--- src/rtl/mips_mc_pkg.sv ---
// Shared types and constants for the multicycle MIPS controller:
// state encoding, opcode/funct decodes and ALU operation codes.
package mips_mc_pkg;

    typedef enum logic [3:0] {
        INIT      = 4'd0,
        FETCH     = 4'd1,
        DECODE    = 4'd2,
        MEM_ADR   = 4'd3,
        MEM_READ  = 4'd4,
        MEM_WB    = 4'd5,
        MEM_WRITE = 4'd6,
        R_EXEC    = 4'd7,
        R_WB      = 4'd8,
        I_EXEC    = 4'd9,
        I_WB      = 4'd10,
        BRANCH    = 4'd11,
        JUMP      = 4'd12,
        JR        = 4'd13,
        HALT      = 4'd15
    } state_t;

    localparam logic [5:0] OP_R    = 6'b000000;
    localparam logic [5:0] OP_LW   = 6'b100011;
    localparam logic [5:0] OP_SW   = 6'b101011;
    localparam logic [5:0] OP_BEQ  = 6'b000100;
    localparam logic [5:0] OP_BNE  = 6'b000101;
    localparam logic [5:0] OP_ADDI = 6'b001000;
    localparam logic [5:0] OP_SLTI = 6'b001010;
    localparam logic [5:0] OP_J    = 6'b000010;

    localparam logic [5:0] FN_ADD = 6'b100000;
    localparam logic [5:0] FN_SUB = 6'b100010;
    localparam logic [5:0] FN_AND = 6'b100100;
    localparam logic [5:0] FN_OR  = 6'b100101;
    localparam logic [5:0] FN_SLT = 6'b101010;
    localparam logic [5:0] FN_JR  = 6'b001000;

    localparam logic [2:0] ALU_AND = 3'b000;
    localparam logic [2:0] ALU_OR  = 3'b001;
    localparam logic [2:0] ALU_ADD = 3'b010;
    localparam logic [2:0] ALU_SUB = 3'b110;
    localparam logic [2:0] ALU_SLT = 3'b111;

    // R-type functs that have an ALU operation and a register write-back
    function automatic logic is_r_alu(input logic [5:0] fn);
        return (fn == FN_ADD) || (fn == FN_SUB) || (fn == FN_AND) ||
               (fn == FN_OR)  || (fn == FN_SLT);
    endfunction

endpackage

--- src/rtl/mips_mc_controller_if.sv ---
// Controller <-> datapath bundle: IR fields and zero flag in, control strobes out.
interface mips_mc_controller_if;
    logic [5:0] opcode;
    logic [5:0] funct;
    logic       zero;
    logic [1:0] reg_dst;
    logic       mem_to_reg;
    logic       alu_src_a;
    logic [1:0] alu_src_b;
    logic [2:0] alu_ctrl;
    logic [1:0] pc_src;
    logic       IorD;
    logic       ir_write;
    logic       reg_write;
    logic       pc_write;
    logic       pc_write_cond;
    logic       mem_read;
    logic       mem_write;

    modport ctrl (
        input  opcode, funct, zero,
        output reg_dst, mem_to_reg, alu_src_a, alu_src_b, alu_ctrl, pc_src,
               IorD, ir_write, reg_write, pc_write, pc_write_cond, mem_read, mem_write
    );

    modport dp (
        output opcode, funct, zero,
        input  reg_dst, mem_to_reg, alu_src_a, alu_src_b, alu_ctrl, pc_src,
               IorD, ir_write, reg_write, pc_write, pc_write_cond, mem_read, mem_write
    );
endinterface

--- src/rtl/mips_mc_alu_dec.sv ---
// ALU operation select from the controller state plus the IR opcode/funct fields.
module mips_mc_alu_dec
    import mips_mc_pkg::*;
(
    input  state_t     state,
    input  logic [5:0] opcode,
    input  logic [5:0] funct,
    output logic [2:0] alu_ctrl
);

    always_comb begin
        alu_ctrl = ALU_AND;
        case (state)
            FETCH, DECODE, MEM_ADR: alu_ctrl = ALU_ADD;
            R_EXEC: begin
                case (funct)
                    FN_SUB:  alu_ctrl = ALU_SUB;
                    FN_AND:  alu_ctrl = ALU_AND;
                    FN_OR:   alu_ctrl = ALU_OR;
                    FN_SLT:  alu_ctrl = ALU_SLT;
                    default: alu_ctrl = ALU_ADD;
                endcase
            end
            I_EXEC:  alu_ctrl = (opcode == OP_SLTI) ? ALU_SLT : ALU_ADD;
            BRANCH:  alu_ctrl = ALU_SUB;
            default: alu_ctrl = ALU_AND;
        endcase
    end

endmodule

--- src/rtl/mips_mc_controller.sv ---
// Multicycle MIPS main controller FSM; performance counters are built only
// when MIPS_MC_PERF_EN is defined, otherwise the counter ports read 0.
module mips_mc_controller
    import mips_mc_pkg::*;
#(
    parameter int CNT_W = 32
) (
    input  logic               clk,
    input  logic               rst,
    mips_mc_controller_if.ctrl bus,
    output logic               halted,
    output logic [3:0]         state_dbg,
    output logic [CNT_W-1:0]   cycle_count,
    output logic [CNT_W-1:0]   instr_count
);

    state_t state_reg, state_next;

    always_ff @(posedge clk or negedge rst) begin
        if (!rst) state_reg <= INIT;
        else      state_reg <= state_next;
    end

    mips_mc_alu_dec u_alu_dec (
        .state    (state_reg),
        .opcode   (bus.opcode),
        .funct    (bus.funct),
        .alu_ctrl (bus.alu_ctrl)
    );

    always_comb begin
        state_next        = state_reg;
        bus.reg_dst       = 2'b00;
        bus.mem_to_reg    = 1'b0;
        bus.alu_src_a     = 1'b0;
        bus.alu_src_b     = 2'b00;
        bus.pc_src        = 2'b00;
        bus.IorD          = 1'b0;
        bus.ir_write      = 1'b0;
        bus.reg_write     = 1'b0;
        bus.pc_write      = 1'b0;
        bus.pc_write_cond = 1'b0;
        bus.mem_read      = 1'b0;
        bus.mem_write     = 1'b0;
        case (state_reg)
            INIT: state_next = FETCH;
            FETCH: begin
                bus.mem_read  = 1'b1;
                bus.ir_write  = 1'b1;
                bus.alu_src_b = 2'b01;
                bus.pc_write  = 1'b1;
                state_next    = DECODE;
            end
            DECODE: begin
                bus.alu_src_b = 2'b11;
                case (bus.opcode)
                    OP_LW, OP_SW:     state_next = MEM_ADR;
                    OP_R:             state_next = (bus.funct == FN_JR) ? JR : R_EXEC;
                    OP_ADDI, OP_SLTI: state_next = I_EXEC;
                    OP_BEQ, OP_BNE:   state_next = BRANCH;
                    OP_J:             state_next = JUMP;
                    default:          state_next = HALT;
                endcase
            end
            MEM_ADR: begin
                bus.alu_src_a = 1'b1;
                bus.alu_src_b = 2'b10;
                state_next    = (bus.opcode == OP_LW) ? MEM_READ : MEM_WRITE;
            end
            MEM_READ: begin
                bus.IorD     = 1'b1;
                bus.mem_read = 1'b1;
                state_next   = MEM_WB;
            end
            MEM_WB: begin
                bus.mem_to_reg = 1'b1;
                bus.reg_write  = 1'b1;
                state_next     = FETCH;
            end
            MEM_WRITE: begin
                bus.IorD      = 1'b1;
                bus.mem_write = 1'b1;
                state_next    = FETCH;
            end
            R_EXEC: begin
                bus.alu_src_a = 1'b1;
                state_next    = is_r_alu(bus.funct) ? R_WB : HALT;
            end
            R_WB: begin
                bus.reg_dst   = 2'b01;
                bus.reg_write = 1'b1;
                state_next    = FETCH;
            end
            I_EXEC: begin
                bus.alu_src_a = 1'b1;
                bus.alu_src_b = 2'b10;
                state_next    = I_WB;
            end
            I_WB: begin
                bus.reg_write = 1'b1;
                state_next    = FETCH;
            end
            BRANCH: begin
                // bne is the one Mealy output: it inverts zero directly into pc_write
                bus.alu_src_a     = 1'b1;
                bus.pc_src        = 2'b10;
                bus.pc_write_cond = (bus.opcode == OP_BEQ);
                bus.pc_write      = (bus.opcode == OP_BNE) && !bus.zero;
                state_next        = FETCH;
            end
            JUMP: begin
                bus.pc_src   = 2'b01;
                bus.pc_write = 1'b1;
                state_next   = FETCH;
            end
            JR: begin
                bus.pc_src   = 2'b11;
                bus.pc_write = 1'b1;
                state_next   = FETCH;
            end
            HALT:    state_next = HALT;
            default: state_next = HALT;
        endcase
    end

    assign halted    = (state_reg == HALT);
    assign state_dbg = state_reg;

`ifdef MIPS_MC_PERF_EN
    logic [CNT_W-1:0] cycle_count_reg, instr_count_reg;

    // An instruction completes on the edge that returns to FETCH, except the
    // INIT->FETCH edge, which only starts the first one.
    always_ff @(posedge clk or negedge rst) begin
        if (!rst) begin
            cycle_count_reg <= '0;
            instr_count_reg <= '0;
        end else begin
            if (state_reg != INIT && state_reg != HALT)
                cycle_count_reg <= cycle_count_reg + 1'b1;
            if (state_next == FETCH && state_reg != INIT)
                instr_count_reg <= instr_count_reg + 1'b1;
        end
    end

    assign cycle_count = cycle_count_reg;
    assign instr_count = instr_count_reg;
`else
    assign cycle_count = '0;
    assign instr_count = '0;
`endif

endmodule

--- src/flat_wrapper.sv ---
// flat-port wrapper written by rule: the top's interface ports become plain ports
module mips_mc_controller_flat import mips_mc_pkg::*;
#(
    parameter int CNT_W = 32
)
  (clk, rst, halted, state_dbg, cycle_count, instr_count, bus_opcode, bus_funct, bus_zero, bus_reg_dst, bus_mem_to_reg, bus_alu_src_a, bus_alu_src_b, bus_alu_ctrl, bus_pc_src, bus_IorD, bus_ir_write, bus_reg_write, bus_pc_write, bus_pc_write_cond, bus_mem_read, bus_mem_write);
  mips_mc_controller_if bus_i ();
  input  logic clk;
  input  logic rst;
  output logic halted;
  output logic [3:0] state_dbg;
  output logic [CNT_W-1:0] cycle_count;
  output logic [CNT_W-1:0] instr_count;
  input wire logic [$bits(bus_i.opcode)-1:0] bus_opcode;
  input wire logic [$bits(bus_i.funct)-1:0] bus_funct;
  input wire logic [$bits(bus_i.zero)-1:0] bus_zero;
  output wire logic [$bits(bus_i.reg_dst)-1:0] bus_reg_dst;
  output wire logic [$bits(bus_i.mem_to_reg)-1:0] bus_mem_to_reg;
  output wire logic [$bits(bus_i.alu_src_a)-1:0] bus_alu_src_a;
  output wire logic [$bits(bus_i.alu_src_b)-1:0] bus_alu_src_b;
  output wire logic [$bits(bus_i.alu_ctrl)-1:0] bus_alu_ctrl;
  output wire logic [$bits(bus_i.pc_src)-1:0] bus_pc_src;
  output wire logic [$bits(bus_i.IorD)-1:0] bus_IorD;
  output wire logic [$bits(bus_i.ir_write)-1:0] bus_ir_write;
  output wire logic [$bits(bus_i.reg_write)-1:0] bus_reg_write;
  output wire logic [$bits(bus_i.pc_write)-1:0] bus_pc_write;
  output wire logic [$bits(bus_i.pc_write_cond)-1:0] bus_pc_write_cond;
  output wire logic [$bits(bus_i.mem_read)-1:0] bus_mem_read;
  output wire logic [$bits(bus_i.mem_write)-1:0] bus_mem_write;
  assign bus_i.opcode = bus_opcode;
  assign bus_i.funct = bus_funct;
  assign bus_i.zero = bus_zero;
  assign bus_reg_dst = bus_i.reg_dst;
  assign bus_mem_to_reg = bus_i.mem_to_reg;
  assign bus_alu_src_a = bus_i.alu_src_a;
  assign bus_alu_src_b = bus_i.alu_src_b;
  assign bus_alu_ctrl = bus_i.alu_ctrl;
  assign bus_pc_src = bus_i.pc_src;
  assign bus_IorD = bus_i.IorD;
  assign bus_ir_write = bus_i.ir_write;
  assign bus_reg_write = bus_i.reg_write;
  assign bus_pc_write = bus_i.pc_write;
  assign bus_pc_write_cond = bus_i.pc_write_cond;
  assign bus_mem_read = bus_i.mem_read;
  assign bus_mem_write = bus_i.mem_write;
  mips_mc_controller #(.CNT_W(CNT_W)) u_core (.clk(clk), .rst(rst), .bus(bus_i), .halted(halted), .state_dbg(state_dbg), .cycle_count(cycle_count), .instr_count(instr_count));
endmodule
--- config.mk ---
export PLATFORM = sky130hd
export DESIGN_NAME = mips_mc_controller_flat
export DESIGN_NICKNAME = d
export VERILOG_FILES = /design/src/rtl/mips_mc_pkg.sv /design/src/rtl/mips_mc_controller_if.sv /design/src/rtl/mips_mc_alu_dec.sv /design/src/rtl/mips_mc_controller.sv /design/src/flat_wrapper.sv
export SDC_FILE = /design/constraint.sdc
export NUM_CORES = 1
export LEC_CHECK = 0
export CORE_MARGIN = 5
export CORE_UTILIZATION = 28
export DETAILED_ROUTE_END_ITERATION = 6
export PLACE_DENSITY = 0.82
export SYNTH_ARGS = -nofsm -noshare
export SYNTH_HDL_FRONTEND = slang
export SYNTH_SLANG_ARGS = --single-unit
export TNS_END_PERCENT = 10
--- constraint.sdc ---
create_clock -name clk -period 1.55 [get_ports clk]
set_input_delay 0.155 -clock clk [delete_from_list [all_inputs] [get_ports clk]]
set_output_delay 0.155 -clock clk [all_outputs]
set_load 0.01 [all_outputs]
==> results.json <==
{
  "status": "complete, but fails checks",
  "violations": "negative setup slack",
  "io_buffers": 36,
  "antenna_found_initial": 0,
  "grt_overflow_total": 0,
  "path_cells": "buf_6, and2_4, or3_4, o2111ai_2, o311ai_1",
  "p_leak_nw": 0.951,
  "max_stage_delay_ns": 0.44,
  "clock-root-buffer": "clkbuf_8",
  "wl_per_cell_um": 12.1,
  "synthCells": 162,
  "coreArea_mm2": 0.00374,
  "place.detailed.instances": 283,
  "syn_area_mm2": 0.00111,
  "drc_errors": 0,
  "p_sw_share_pct": 33.9,
  "ir_drop_v": 0.000212,
  "grt_max_degree": 14,
  "die_h_um": 73.0,
  "finalCriticalPeriod_ns": 1.58,
  "cts_buffers": 3,
  "seq_power_share_pct": 20.6,
  "yosysSeqAreaShare_pct": 9.01,
  "h-tree-depth": 1,
  "clock-sinks": 4,
  "skew_ns": 0.00275,
  "drv_slew": 0,
  "gp_congestion": 0.937,
  "fin_crit_sh_pct": 102,
  "drive_gt1_share_pct": 39.3,
  "clk_pin_slew_ns": 0.03,
  "antenna_cells": 0,
  "r2r_start": "u_core.state_dbg[3]",
  "fin_setup_tns_ns": -0.0593,
  "nets": 256,
  "fmax_ghz": 0.634,
  "layout.cells.non_filler": 287,
  "die-area_mm2": 0.00533,
  "hold_viol": 0,
  "grt_use_total_pct": 11.3,
  "die_w_um": 73.0,
  "crit_type": "flop to flop",
  "dr_total_vias": 1215,
  "yosys-top-cells-area": "buf_4, dfrtp_1, nand2_1, o21ai_0, nor2_1",
  "initial_utilization_pct": 29.7,
  "synth_flop_cell": "dfrtp_1",
  "setup_viol": 3,
  "post-dp-hpwl_mm": 2.73,
  "cts_tree": "yes",
  "final_core_util_pct": 46.8,
  "final_antenna_net_count": 0,
  "dr.pass1.iters": 4,
  "grt_pass1_wl_mm": 4.88,
  "pwr-share-clk_pct": 42.8,
  "p_per_area_mw_per_mm2": 292,
  "crit_arrival_ns": 1.65,
  "clk_latency_ns": 0.22,
  "ioPinCount": 102,
  "dpl_cell_area_mm2": 0.00161,
  "syn_avg_cell_area_um2": 6.86,
  "hp-class": "primary input to async pin",
  "largest_reg_flops": 4,
  "final_area_mm2": 0.00175,
  "combPwrFrac_pct": 36.7,
  "rows": 22,
  "drt-initial-drc-count": 37,
  "viasPerCell": 4.23,
  "synth_top_cell_by_area": "buf_4",
  "synth_seq_cells": 4,
  "drt_wl_total_mm": 3.48,
  "synth_edf_count": 0,
  "drv_cap": 0,
  "rsz0062_at_grt": "yes",
  "synth_cell_type_count": 38,
  "timing.final.ws_setup_ns": -0.0282,
  "end_kind": "flop",
  "cp-start-kind": "flop",
  "p_sw_mw": 0.174,
  "cellInternalPower_mw": 0.338,
  "synth_top_area_share_pct": 43.9,
  "area_growth_pct": 57.8,
  "crit_path_max_fanout": 7,
  "crit_path_start": "u_core.state_dbg[3]",
  "postSynth.asyncResetShare_pct": 100,
  "required_ns": 1.63,
  "yosysWarnings": 0,
  "clock_path_buffers": 2,
  "grt_pass1_vias": 1069,
  "cpMaxStageDelayCell": "dfrtp_2"
}
==> cell usage in the layout, fill, tap and decap left out, types with 3 or more instances in the layout <==
master,netlist,routed
clkbuf_2,0,8
clkdlybuf4s50_1,0,6
dlygate4sd2_1,0,4
o21ai_0,7,5
nor2_1,9,7
buf_4,65,41
dfrtp_1,4,3
dlymetal6s2s_1,0,6
clkdlybuf4s15_1,0,3
conb_1,1,65
clkbuf_8,0,3
nand2_1,12,10
buf_6,0,6
nor3_1,6,3
buf_2,0,8
a21oi_1,4,3
nand2b_1,5,3
==> logic make-up after synthesis <==
family	share of synthesized area [%]
mux	0.901
xor+xnor	0.788
other cells	0.338
flops	9.01
simple gates	24.6
buf+inv	47.6
compound gates	16.8
==> synth_stat cells, types with 2 or more instances <==
cell / n
a21o_1: 2
a21oi_1: 4
and2_1: 2
buf_4: 65
clkbuf_1: 7
dfrtp_1: 4
inv_1: 3
nand2_1: 12
nand2b_1: 5
nand3_1: 2
nand4_1: 2
nor2_1: 9
nor3_1: 6
nor4_1: 3
nor4b_1: 2
o2111ai_1: 2
o21ai_0: 7
o22ai_1: 2
o311ai_1: 2
o31ai_1: 2
or3_1: 2
==> path summary, 6_finish.rpt <==
check                      slack (ns)                   to  cells after the start
max                             -0.03  u_core.state_dbg[2]                      5
min                              0.13  u_core.state_dbg[0]                      1
max reg2reg                     -0.03  u_core.state_dbg[2]                      5
min reg2reg                      0.79  u_core.state_dbg[3]                      4
max in group asynchronous        1.24  u_core.state_dbg[3]                      1
min in group clk                 0.50  u_core.state_dbg[0]                      5
==> routing by layer <==
layer | track usage, % | up-vias | share of wire, %
met2 | 20.1 | 71 | 51
li1 | - | 581 | -
met3 | 0.689 | 6 | 9.4
met1 | 14.3 | 557 | 38
met4 | 3.69 | 0 | 1.6
met5 | 0 | - | 0
==> per-stage QoR <==
stage	setup WS, ns	power [mW]	hold slack (ns)
6_report	-0.0282	0.512	0.133
5_1_grt	-0.0876	0.544	0.150
4_1_cts	-0.232	0.503	0.135
3_5_place_dp	-0.752	0.282	0.363
3_3_place_gp	-0.720	0.279	0.361
2_1_floorplan	0.00370	0.319	-0.141
==> repair_timing <==
action	CTS	global route
hold endpoints to repair	0	0
endpoints found under the setup margin	22	20
pin swaps	9	13
buffers inserted	0	1
resized for setup	66	50
hold buffers	0	0
==> area by class of cell <==
type | count | area [µm²]
flip-flops and latches | 4 | 101
well taps | 48 | 60.1
fillers | 371 | 1990
inverters | 3 | 13.8
multi-input cells | 146 | 870
clock buffers | 3 | 41.3
repair buffers | 83 | 667
==> power groups by stage <==
| stage | clock network (mW) | logic (mW) | registers [mW] |
|---|---|---|---|
| after global routing | 0.233 | 0.207 | 0.105 |
| after floorplan | 0 | 0.213 | 0.106 |
| after global placement | 0 | 0.173 | 0.106 |
| after detailed placement | 0 | 0.176 | 0.106 |
| after CTS | 0.222 | 0.176 | 0.105 |
| final | 0.219 | 0.188 | 0.105 |
==> critical path, delay by kind of cell (launching register included) <==
family	cells	cell delay (ns)
flip-flops	1	0.44
AND/OR/NAND/NOR	2	0.52
AO/OA/AOI/OAI	2	0.33
buffers and inverters	1	0.15
(Power assumes the default switching activity.)
